**config.mk**
```make
export PLATFORM = sky130hd
export DESIGN_NAME = clk_lock_detect_flat
export DESIGN_NICKNAME = d
export VERILOG_FILES = /design/src/rtl/clk_lock_detect_pkg.sv /design/src/rtl/clk_lock_detect_if.sv /design/src/rtl/clk_lock_detect_edge_sync.sv /design/src/rtl/clk_lock_detect.sv /design/src/flat_wrapper.sv
export SDC_FILE = /design/constraint.sdc
export NUM_CORES = 1
export LEC_CHECK = 0
export CORE_MARGIN = 1.5
export CORE_UTILIZATION = 23
export CTS_BUF_LIST = sky130_fd_sc_hd__clkbuf_4
export DETAILED_ROUTE_END_ITERATION = 10
export GPL_TIMING_DRIVEN = 0
export PLACE_DENSITY = 0.49
export REMOVE_ABC_BUFFERS = 1
export SYNTH_ARGS = -nofsm -noshare
export SYNTH_HDL_FRONTEND = slang
export SYNTH_SLANG_ARGS = --single-unit
```
**constraint.sdc**
```tcl
create_clock -name clk -period 4.2 [get_ports clk]
set_input_delay 0.42 -clock clk [delete_from_list [all_inputs] [get_ports clk]]
set_output_delay 0.42 -clock clk [all_outputs]
set_load 0.02 [all_outputs]
```
**src/rtl/clk_lock_detect_pkg.sv**
```systemverilog
// Shared types and helpers for the clk_lock_detect frequency-window lock detector.
package clk_lock_pkg;

  typedef enum logic {
    ACQUIRE = 1'b0,
    LOCKED  = 1'b1
  } lock_state_e;

  // Bits needed to hold any value in 0..max_val.
  function automatic int unsigned cnt_width(input int unsigned max_val);
    return (max_val < 2) ? 1 : $clog2(max_val + 1);
  endfunction

endpackage

```
**src/rtl/clk_lock_detect_if.sv**
```systemverilog
// Monitored-clock input and lock-status outputs of clk_lock_detect.
// With CLK_LOCK_STICKY_LOSS_EN defined, also carries lost_sticky / clr_sticky.
interface clk_lock_detect_if #(
  parameter int unsigned CW = 10
);
  logic          mon_clk;
  logic          locked;
  logic [CW-1:0] edge_cnt_q;
  logic          win_done;
`ifdef CLK_LOCK_STICKY_LOSS_EN
  logic          lost_sticky;
  logic          clr_sticky;

  modport slave  (input  mon_clk, clr_sticky,
                  output locked, edge_cnt_q, win_done, lost_sticky);
  modport master (output mon_clk, clr_sticky,
                  input  locked, edge_cnt_q, win_done, lost_sticky);
`else
  modport slave  (input  mon_clk,
                  output locked, edge_cnt_q, win_done);
  modport master (output mon_clk,
                  input  locked, edge_cnt_q, win_done);
`endif
endinterface

```
**src/rtl/clk_lock_detect_edge_sync.sv**
```systemverilog
// 2-FF synchronizer plus a third stage for rising-edge detection of an asynchronous input.
module edge_sync (
  input  logic clk,
  input  logic rst_n,
  input  logic async_i,
  output logic rise_o
);

  logic s1_q, s2_q, s3_q;

  always_ff @(posedge clk or negedge rst_n) begin
    if (!rst_n) begin
      s1_q <= 1'b0;
      s2_q <= 1'b0;
      s3_q <= 1'b0;
    end else begin
      s1_q <= async_i;
      s2_q <= s1_q;
      s3_q <= s2_q;
    end
  end

  assign rise_o = s2_q & ~s3_q;

endmodule

```
**src/rtl/clk_lock_detect.sv**
```systemverilog
// Frequency-window lock detector: counts mon_clk rising edges per reference window.
// Optional sticky loss flag enabled by defining CLK_LOCK_STICKY_LOSS_EN.
module clk_lock_detect
  import clk_lock_pkg::*;
#(
  parameter int unsigned WINDOW_CYCLES = 1000,
  parameter int unsigned EXP_EDGES     = 250,
  parameter int unsigned TOL           = 2,
  parameter int unsigned LOCK_WINDOWS  = 4
) (
  input logic              clk,
  input logic              rst_n,
  clk_lock_detect_if.slave bus
);

  localparam int unsigned    CW          = cnt_width(WINDOW_CYCLES);
  localparam int unsigned    GW          = cnt_width(LOCK_WINDOWS);
  localparam logic [CW-1:0]  WIN_LAST    = CW'(WINDOW_CYCLES - 1);
  localparam logic [CW-1:0]  CNT_MAX     = '1;
  localparam int unsigned    LO_BOUND    = (TOL > EXP_EDGES) ? 0 : EXP_EDGES - TOL;
  localparam int unsigned    HI_BOUND    = EXP_EDGES + TOL;
  localparam logic [GW-1:0]  GOOD_TARGET = GW'(LOCK_WINDOWS);

  logic          rise;
  logic          closing;
  logic          good;
  logic [CW-1:0] total;

  logic [CW-1:0] win_cnt_q, win_cnt_d;
  logic [CW-1:0] edge_acc_q, edge_acc_d;
  logic [CW-1:0] edge_out_q;
  logic          win_done_q;
  lock_state_e   state_q, state_d;
  logic [GW-1:0] good_cnt_q, good_cnt_d;

  edge_sync u_edge_sync (
    .clk     (clk),
    .rst_n   (rst_n),
    .async_i (bus.mon_clk),
    .rise_o  (rise)
  );

  // A rise on the closing cycle is folded into this window's total.
  always_comb begin
    closing    = (win_cnt_q == WIN_LAST);
    total      = (rise && (edge_acc_q != CNT_MAX)) ? edge_acc_q + CW'(1) : edge_acc_q;
    good       = (32'(total) >= LO_BOUND) && (32'(total) <= HI_BOUND);
    win_cnt_d  = closing ? '0 : win_cnt_q + CW'(1);
    edge_acc_d = closing ? '0 : total;
  end

  always_comb begin
    state_d    = state_q;
    good_cnt_d = good_cnt_q;
    if (closing) begin
      case (state_q)
        ACQUIRE: begin
          if (!good) begin
            good_cnt_d = '0;
          end else if (good_cnt_q + GW'(1) == GOOD_TARGET) begin
            state_d    = LOCKED;
            good_cnt_d = '0;
          end else begin
            good_cnt_d = good_cnt_q + GW'(1);
          end
        end
        LOCKED: begin
          if (!good) begin
            state_d    = ACQUIRE;
            good_cnt_d = '0;
          end
        end
        default: begin
          state_d    = ACQUIRE;
          good_cnt_d = '0;
        end
      endcase
    end
  end

  always_ff @(posedge clk or negedge rst_n) begin
    if (!rst_n) begin
      win_cnt_q  <= '0;
      edge_acc_q <= '0;
      edge_out_q <= '0;
      win_done_q <= 1'b0;
      state_q    <= ACQUIRE;
      good_cnt_q <= '0;
    end else begin
      win_cnt_q  <= win_cnt_d;
      edge_acc_q <= edge_acc_d;
      win_done_q <= closing;
      state_q    <= state_d;
      good_cnt_q <= good_cnt_d;
      if (closing) begin
        edge_out_q <= total;
      end
    end
  end

  assign bus.locked     = (state_q == LOCKED);
  assign bus.edge_cnt_q = edge_out_q;
  assign bus.win_done   = win_done_q;

`ifdef CLK_LOCK_STICKY_LOSS_EN
  logic lost_sticky_q;
  logic loss_evt;

  assign loss_evt = closing && (state_q == LOCKED) && (state_d == ACQUIRE);

  always_ff @(posedge clk or negedge rst_n) begin
    if (!rst_n) begin
      lost_sticky_q <= 1'b0;
    end else if (loss_evt) begin
      lost_sticky_q <= 1'b1;
    end else if (bus.clr_sticky) begin
      lost_sticky_q <= 1'b0;
    end
  end

  assign bus.lost_sticky = lost_sticky_q;
`endif

endmodule

```
**src/flat_wrapper.sv**
```systemverilog
// flat-port wrapper written by rule: the top's interface ports become plain ports
module clk_lock_detect_flat import clk_lock_pkg::*;
#(
  parameter int unsigned WINDOW_CYCLES = 1000,
  parameter int unsigned EXP_EDGES     = 250,
  parameter int unsigned TOL           = 2,
  parameter int unsigned LOCK_WINDOWS  = 4
)
  (clk, rst_n, bus_mon_clk, bus_locked, bus_edge_cnt_q, bus_win_done);
  clk_lock_detect_if #(.CW((cnt_width((1000))))) bus_i ();
  input logic clk;
  input logic rst_n;
  input wire logic [$bits(bus_i.mon_clk)-1:0] bus_mon_clk;
  output wire logic [$bits(bus_i.locked)-1:0] bus_locked;
  output wire logic [$bits(bus_i.edge_cnt_q)-1:0] bus_edge_cnt_q;
  output wire logic [$bits(bus_i.win_done)-1:0] bus_win_done;
  assign bus_i.mon_clk = bus_mon_clk;
  assign bus_locked = bus_i.locked;
  assign bus_edge_cnt_q = bus_i.edge_cnt_q;
  assign bus_win_done = bus_i.win_done;
  clk_lock_detect #(.WINDOW_CYCLES(WINDOW_CYCLES), .EXP_EDGES(EXP_EDGES), .TOL(TOL), .LOCK_WINDOWS(LOCK_WINDOWS)) u_core (.clk(clk), .rst_n(rst_n), .bus(bus_i));
endmodule
```
Yosys cells after proc, flatten, opt, wreduce, memory -nomap -nowiden
Index checks and enable logic that the tools add are counted.
Widths: inputs -> output; s select.
{"block": "op_classes", "muxes": 11, "addsub": 3, "bitwise_logic": 3, "reduce_logical": 3, "eq_ne": 4, "magnitude_cmp": 2}
{"cell": "$mux 10", "count": 3}
{"cell": "$add 10x1->10 const B", "count": 2}
{"cell": "$eq 10x10->1 const B", "count": 1}
{"cell": "$ge 10x8->1 const B", "count": 1}
{"cell": "$le 10x8->1 const B", "count": 1}
{"cell": "$ne 10x10->1 const B", "count": 1}
{"cell": "$mux 3", "count": 3}
{"cell": "$pmux 3 s2", "count": 1}
{"cell": "$add 3x1->3 const B", "count": 1}
{"cell": "$eq 3x3->1 const B", "count": 1}
{"cell": "$mux 1", "count": 3}
{"cell": "$logic_and 1x1->1", "count": 2}
{"cell": "$ne 2x2->1 const B", "count": 1}
{"cell": "$not 1->1", "count": 2}
{"cell": "$pmux 1 s2", "count": 1}
{"cell": "$reduce_and 2->1", "count": 1}
{"cell": "$and 1x1->1", "count": 1}
{"block": "totals", "inputBits": 3, "wordCells": 35, "out_inout_bits": 12, "ff_bits": 38}

Depth between registers and ports, before layout
{"block": "logic_depth", "word_depth": 8, "depth_mapped": 8, "ltp_nobuf": 8}

By module
Synthesis repeated with hierarchy kept, for this count alone.
{"block": "unflattened", "hier_cells": 180, "area_unflattened_um2": 1813.0}
{"module": "clk_lock_detect", "n_inst": 1, "seq_area_each_um2": 875.8, "cells_per_inst": 176, "area_each_um2": 1724.2}
{"module": "edge_sync", "n_inst": 1, "seq_area_each_um2": 75.1, "cells_per_inst": 4, "area_each_um2": 88.8}

Least setup slack after synthesis
OpenSTA, ideal clock, no wires.
{"block": "synth_timing", "kind": "reg2reg", "startpoint": "register u_core.edge_acc_q[0]", "endpoint": "register u_core.state_q, in the netlist u_core.bus.locked", "setup_time_ns": 0.077, "n_path_buf": 0, "path_slack_ns": 2.297, "period_less_slack_ns": 1.903, "path_stages_with_launch": 8, "t_required_ns": 4.123, "t_arrival_ns": 1.826, "path_cell_list": "dfrtp_1 > ha_1 > nand3_4 > nor4_2 > xor2_1 > a2111oi_4 > nand3_2 > a21oi_1"}
{"block": "synth_between", "elab_chain_cells": 7, "word_cells_on_any_way": 10, "cone_classes": "1 x add/sub; 2 x order compare; 1 x eq/ne; 4 x mux; 2 x reduce/logical"}
{"item": "start, declared", "line": "clk_lock_detect.sv:30", "source": "logic [CW-1:0] edge_acc_q, edge_acc_d;"}
{"item": "start signal, assigned", "line": "clk_lock_detect.sv:91", "source": "edge_acc_q <= edge_acc_d;"}
{"item": "parallel branches: the longest is 2 deep, another holds $add 10x1->10"}
{"item": "$mux 10 (*)", "line": "clk_lock_detect.sv:46", "source": "total = (rise && (edge_acc_q != CNT_MAX)) ? edge_acc_q + CW'(1) : edge_acc_q;"}
{"item": "$ge 10x8->1 / $le 10x8->1 (equally long branches)", "line": "clk_lock_detect.sv:47", "source": "good = (32'(total) >= LO_BOUND) && (32'(total) <= HI_BOUND);"}
{"item": "$logic_and 1x1->1 (*)", "line": "clk_lock_detect.sv:47"}
{"item": "$mux 1 (on tied branches)", "line": "clk_lock_detect.sv:68, clk_lock_detect.sv:58"}
{"item": "$pmux 1 s2 (*)", "line": "clk_lock_detect.sv:56", "source": "case (state_q)"}
{"item": "end signal, assigned", "line": "clk_lock_detect.sv:93", "source": "state_q <= state_d;"}
{"item": "end, declared", "line": "clk_lock_detect.sv:33", "source": "lock_state_e state_q, state_d;"}
Every way passes the cells marked *.
A chain may end at the register's enable or synchronous reset.

Worst setup path after layout
{"block": "layout_timing", "startpoint": "register u_core.win_cnt_q[0]", "endpoint": "register u_core.win_cnt_q[7]"}
{"block": "layout_between", "elab_chain_cells": 2, "word_cells_on_any_way": 3, "cone_classes": "1 x add/sub; 1 x eq/ne; 1 x mux"}
{"item": "start, declared", "line": "clk_lock_detect.sv:29", "source": "logic [CW-1:0] win_cnt_q, win_cnt_d;"}
{"item": "start signal, assigned", "line": "clk_lock_detect.sv:90", "source": "win_cnt_q <= win_cnt_d;"}
{"item": "$add 10x1->10 / $eq 10x10->1 (equally long branches)", "line": "clk_lock_detect.sv:48, clk_lock_detect.sv:45"}
{"item": "$mux 10 (*)", "line": "clk_lock_detect.sv:48", "source": "win_cnt_d = closing ? '0 : win_cnt_q + CW'(1);"}
{"item": "named net u_core.win_cnt_d[7]", "line": "clk_lock_detect.sv:29"}
Mark *: on every way through the listed nets, which the timed path passes. The rest lies on a longest branch.

==> results.ini <==
[sta]
slew_viol_final=0
slew_headroom_pct=34.6
min_period_ps=2900
hold_violations=0
rsz0062_at_grt=false
worstMarginPinSlew_ps=978
setup-tns-final_ps=0
fin_skew_ps=4.84
fin_hold_ws_ps=171
post-route-period-util_pct=69.1
finalSetupViolCount=0
max_freq_mhz=345

[cts]
cts-buffers-inserted=5
cts_hold_buf=0
post_cts_buffers=0
insertion_delay_ps=340
cts_resized=0
h-tree-depth=2
tritoncts=done
cts.reportedPaths.clkPinSlew_ps=120
clock_sinks=38
clock_path_buffers=2
clock_tree.root_cell=clkbuf_4

[cells_and_area]
antennaDiodeCount=0
area.growth.synth_to_final_pct=17.9
layout_commonest_cell=dfrtp_1
num-nets-final=208
drive_above_1_share_pct=8.91
stdcell_area_um2=2170
layout_common_cells=dfrtp_1 (38), nand2_1 (23), nor2_1 (22)
final_cell_count_no_fill=304

[power_and_ir_drop]
p_per_area_nw_per_um2=388
leakagePower_uw=0.000925
vdd_drop_max_mv=0.159
power_uw=844

[die]
fp.dieH_um=92.5
die-area_um2=8560
die_width_um=92.5
initial_core_util_pct=23.9
pin_count=15
placementRows=32
core_area_um2=7730

[place]
gp_congestion=0.812
dp_hpwl_um=2450
placed_cells=296
dpl-instance-area_um2=2090
port_buffers=14

[critical_path]
critPathCaptureType=register
path_class=register to register
reg2reg_to=u_core.win_cnt_q[7]$_DFF_PN0_
arrival_ps=3180
path_cells=ha_1, nand2_1, nor4_1, nand3_1, clkinv_1, o21ai_0, nand2_1, o21ai_0
slowest_delay_ps=820
crit_family=simple AND/OR/NAND/NOR gates
crit_fanout=28
r2r_setup_slack_ps=1300
crit_required_ps=4470
worstReg2RegStart=u_core.win_cnt_q[0]$_DFF_PN0_
reg2reg_depth=8
critPathSlowestCell=clkinv_1
critPathBufInv=1
cp-start-kind=register

[drt]
drt_pass1_iterations=5
wl_per_cell_um=11.7
wirelength_um=3550
ant_nets=0
first_iter_violations=73
vias_per_cell=4.37
vias=1327
drc=0

[grt]
grt_max_degree=39
grt_usage_pct=9.28
grt_pass1_wl_um=6180
antenna_found_initial=0
first_global_vias=1291
overflow=0

[run_status]
status=finished clean

[synthesis]
synth_seq_cells=38
synthArstFlopShare_pct=100
synthesis.instances=184
yosys_warnings=0
yosysSeqAreaShare_pct=51.6
synth.avg_cell_area_um2=10.0
synth-edff-count=0
synth_cell_types=41
syn_area_um2=1840
ys.flop_type=dfrtp_1

[min_path]
hp-class=primary input to asynchronous set/reset pin

[flow_run]
cap_violations=0

-- registers in the layout, summed over array words and instances (netlist names) --
name,flops
u_core.bus.edge_cnt_q,10
u_core.edge_acc_q,10
u_core.win_cnt_q,10
u_core.good_cnt_q,3
u_core.bus.locked,1
u_core.bus.win_done,1
u_core.u_edge_sync.s1_q,1
u_core.u_edge_sync.s2_q,1
u_core.u_edge_sync.s3_q,1
-- synth_stat cells (all sizes together) (2+ instances only) --
cell | count | area (µm²)
dfrtp | 38 | 951
nand2 | 24 | 92.6
nor2 | 22 | 82.6
o21ai | 20 | 100
nand3 | 11 | 72.6
xor2 | 7 | 61.3
a21oi | 6 | 30.0
and2 | 6 | 37.5
xnor2 | 5 | 43.8
ha | 4 | 50.1
nand4 | 4 | 31.3
nor4 | 4 | 31.3
and3 | 3 | 18.8
clkbuf | 3 | 11.3
mux2i | 3 | 30.0
nand2b | 3 | 18.8
nand3b | 2 | 15.0
nor3 | 2 | 21.3
o31ai | 2 | 15.0
-- power by group --
part	internal (µW)	total, µW	switching (µW)	leakage, µW
logic	63.8	154	90.1	0.000389
registers	394	436	41.9	0.000499
clock network	125	254	129	0.0000374
total	582	844	261	0.000925
-- worst max path at each step --
stage                             startpoint                             to  slack (ps)  cells past startpoint
2_1_floorplan  u_core.win_cnt_q[0]$_DFF_PN0_  u_core.win_cnt_q[7]$_DFF_PN0_        2030                      8
3_3_place_gp   u_core.win_cnt_q[0]$_DFF_PN0_  u_core.win_cnt_q[7]$_DFF_PN0_        1190                      8
3_5_place_dp   u_core.win_cnt_q[0]$_DFF_PN0_  u_core.win_cnt_q[7]$_DFF_PN0_        1220                      8
4_1_cts        u_core.win_cnt_q[0]$_DFF_PN0_  u_core.win_cnt_q[7]$_DFF_PN0_        1190                      8
5_1_grt        u_core.win_cnt_q[0]$_DFF_PN0_  u_core.win_cnt_q[7]$_DFF_PN0_         900                      8
6_report       u_core.win_cnt_q[0]$_DFF_PN0_  u_core.win_cnt_q[7]$_DFF_PN0_        1300                      8
-- routing by layer --
metal	part of all wire [%]	GRT usage (%)	vias up
met5	0	0	-
met4	1.2	3.46	0
met3	3.4	3.04	4
met2	47	14.7	17
met1	48	11.7	630
li1	-	-	676
-- cell families (layout without fill, tap and decap cells) --
| kind of cell | Yosys count | count (layout) | synth area share [%] |
|---|---|---|---|
| xor gates and xnor gates | 12 | 12 | 5.70 |
| buffers and inverters | 6 | 24 | 1.29 |
| AOI/OAI and AO/OA | 36 | 36 | 12.5 |
| and+or+nand+nor | 85 | 85 | 24.6 |
| adders and majority gates | 4 | 4 | 2.72 |
| DFF | 38 | 38 | 51.6 |
| muxes | 3 | 3 | 1.63 |
-- stage by stage --
step                      util (%)  worst slack (ps)
after CTS                     28.1              1190
after global placement        27.1              1190
after floorplan                  -              2030
after global routing          28.1               902
final                         28.1              1300
after detailed placement      27.0              1220
-- cell type report --
type / instances / area, µm²
fillers: 826 / 5560
flip-flops and latches: 38 / 951
clock buffers: 5 / 37.5
multi-input cells: 140 / 868
clock inverters: 3 / 45.0
inverters: 2 / 7.51
well taps: 102 / 128
repair buffers: 14 / 135
(Power assumes the default switching activity.)
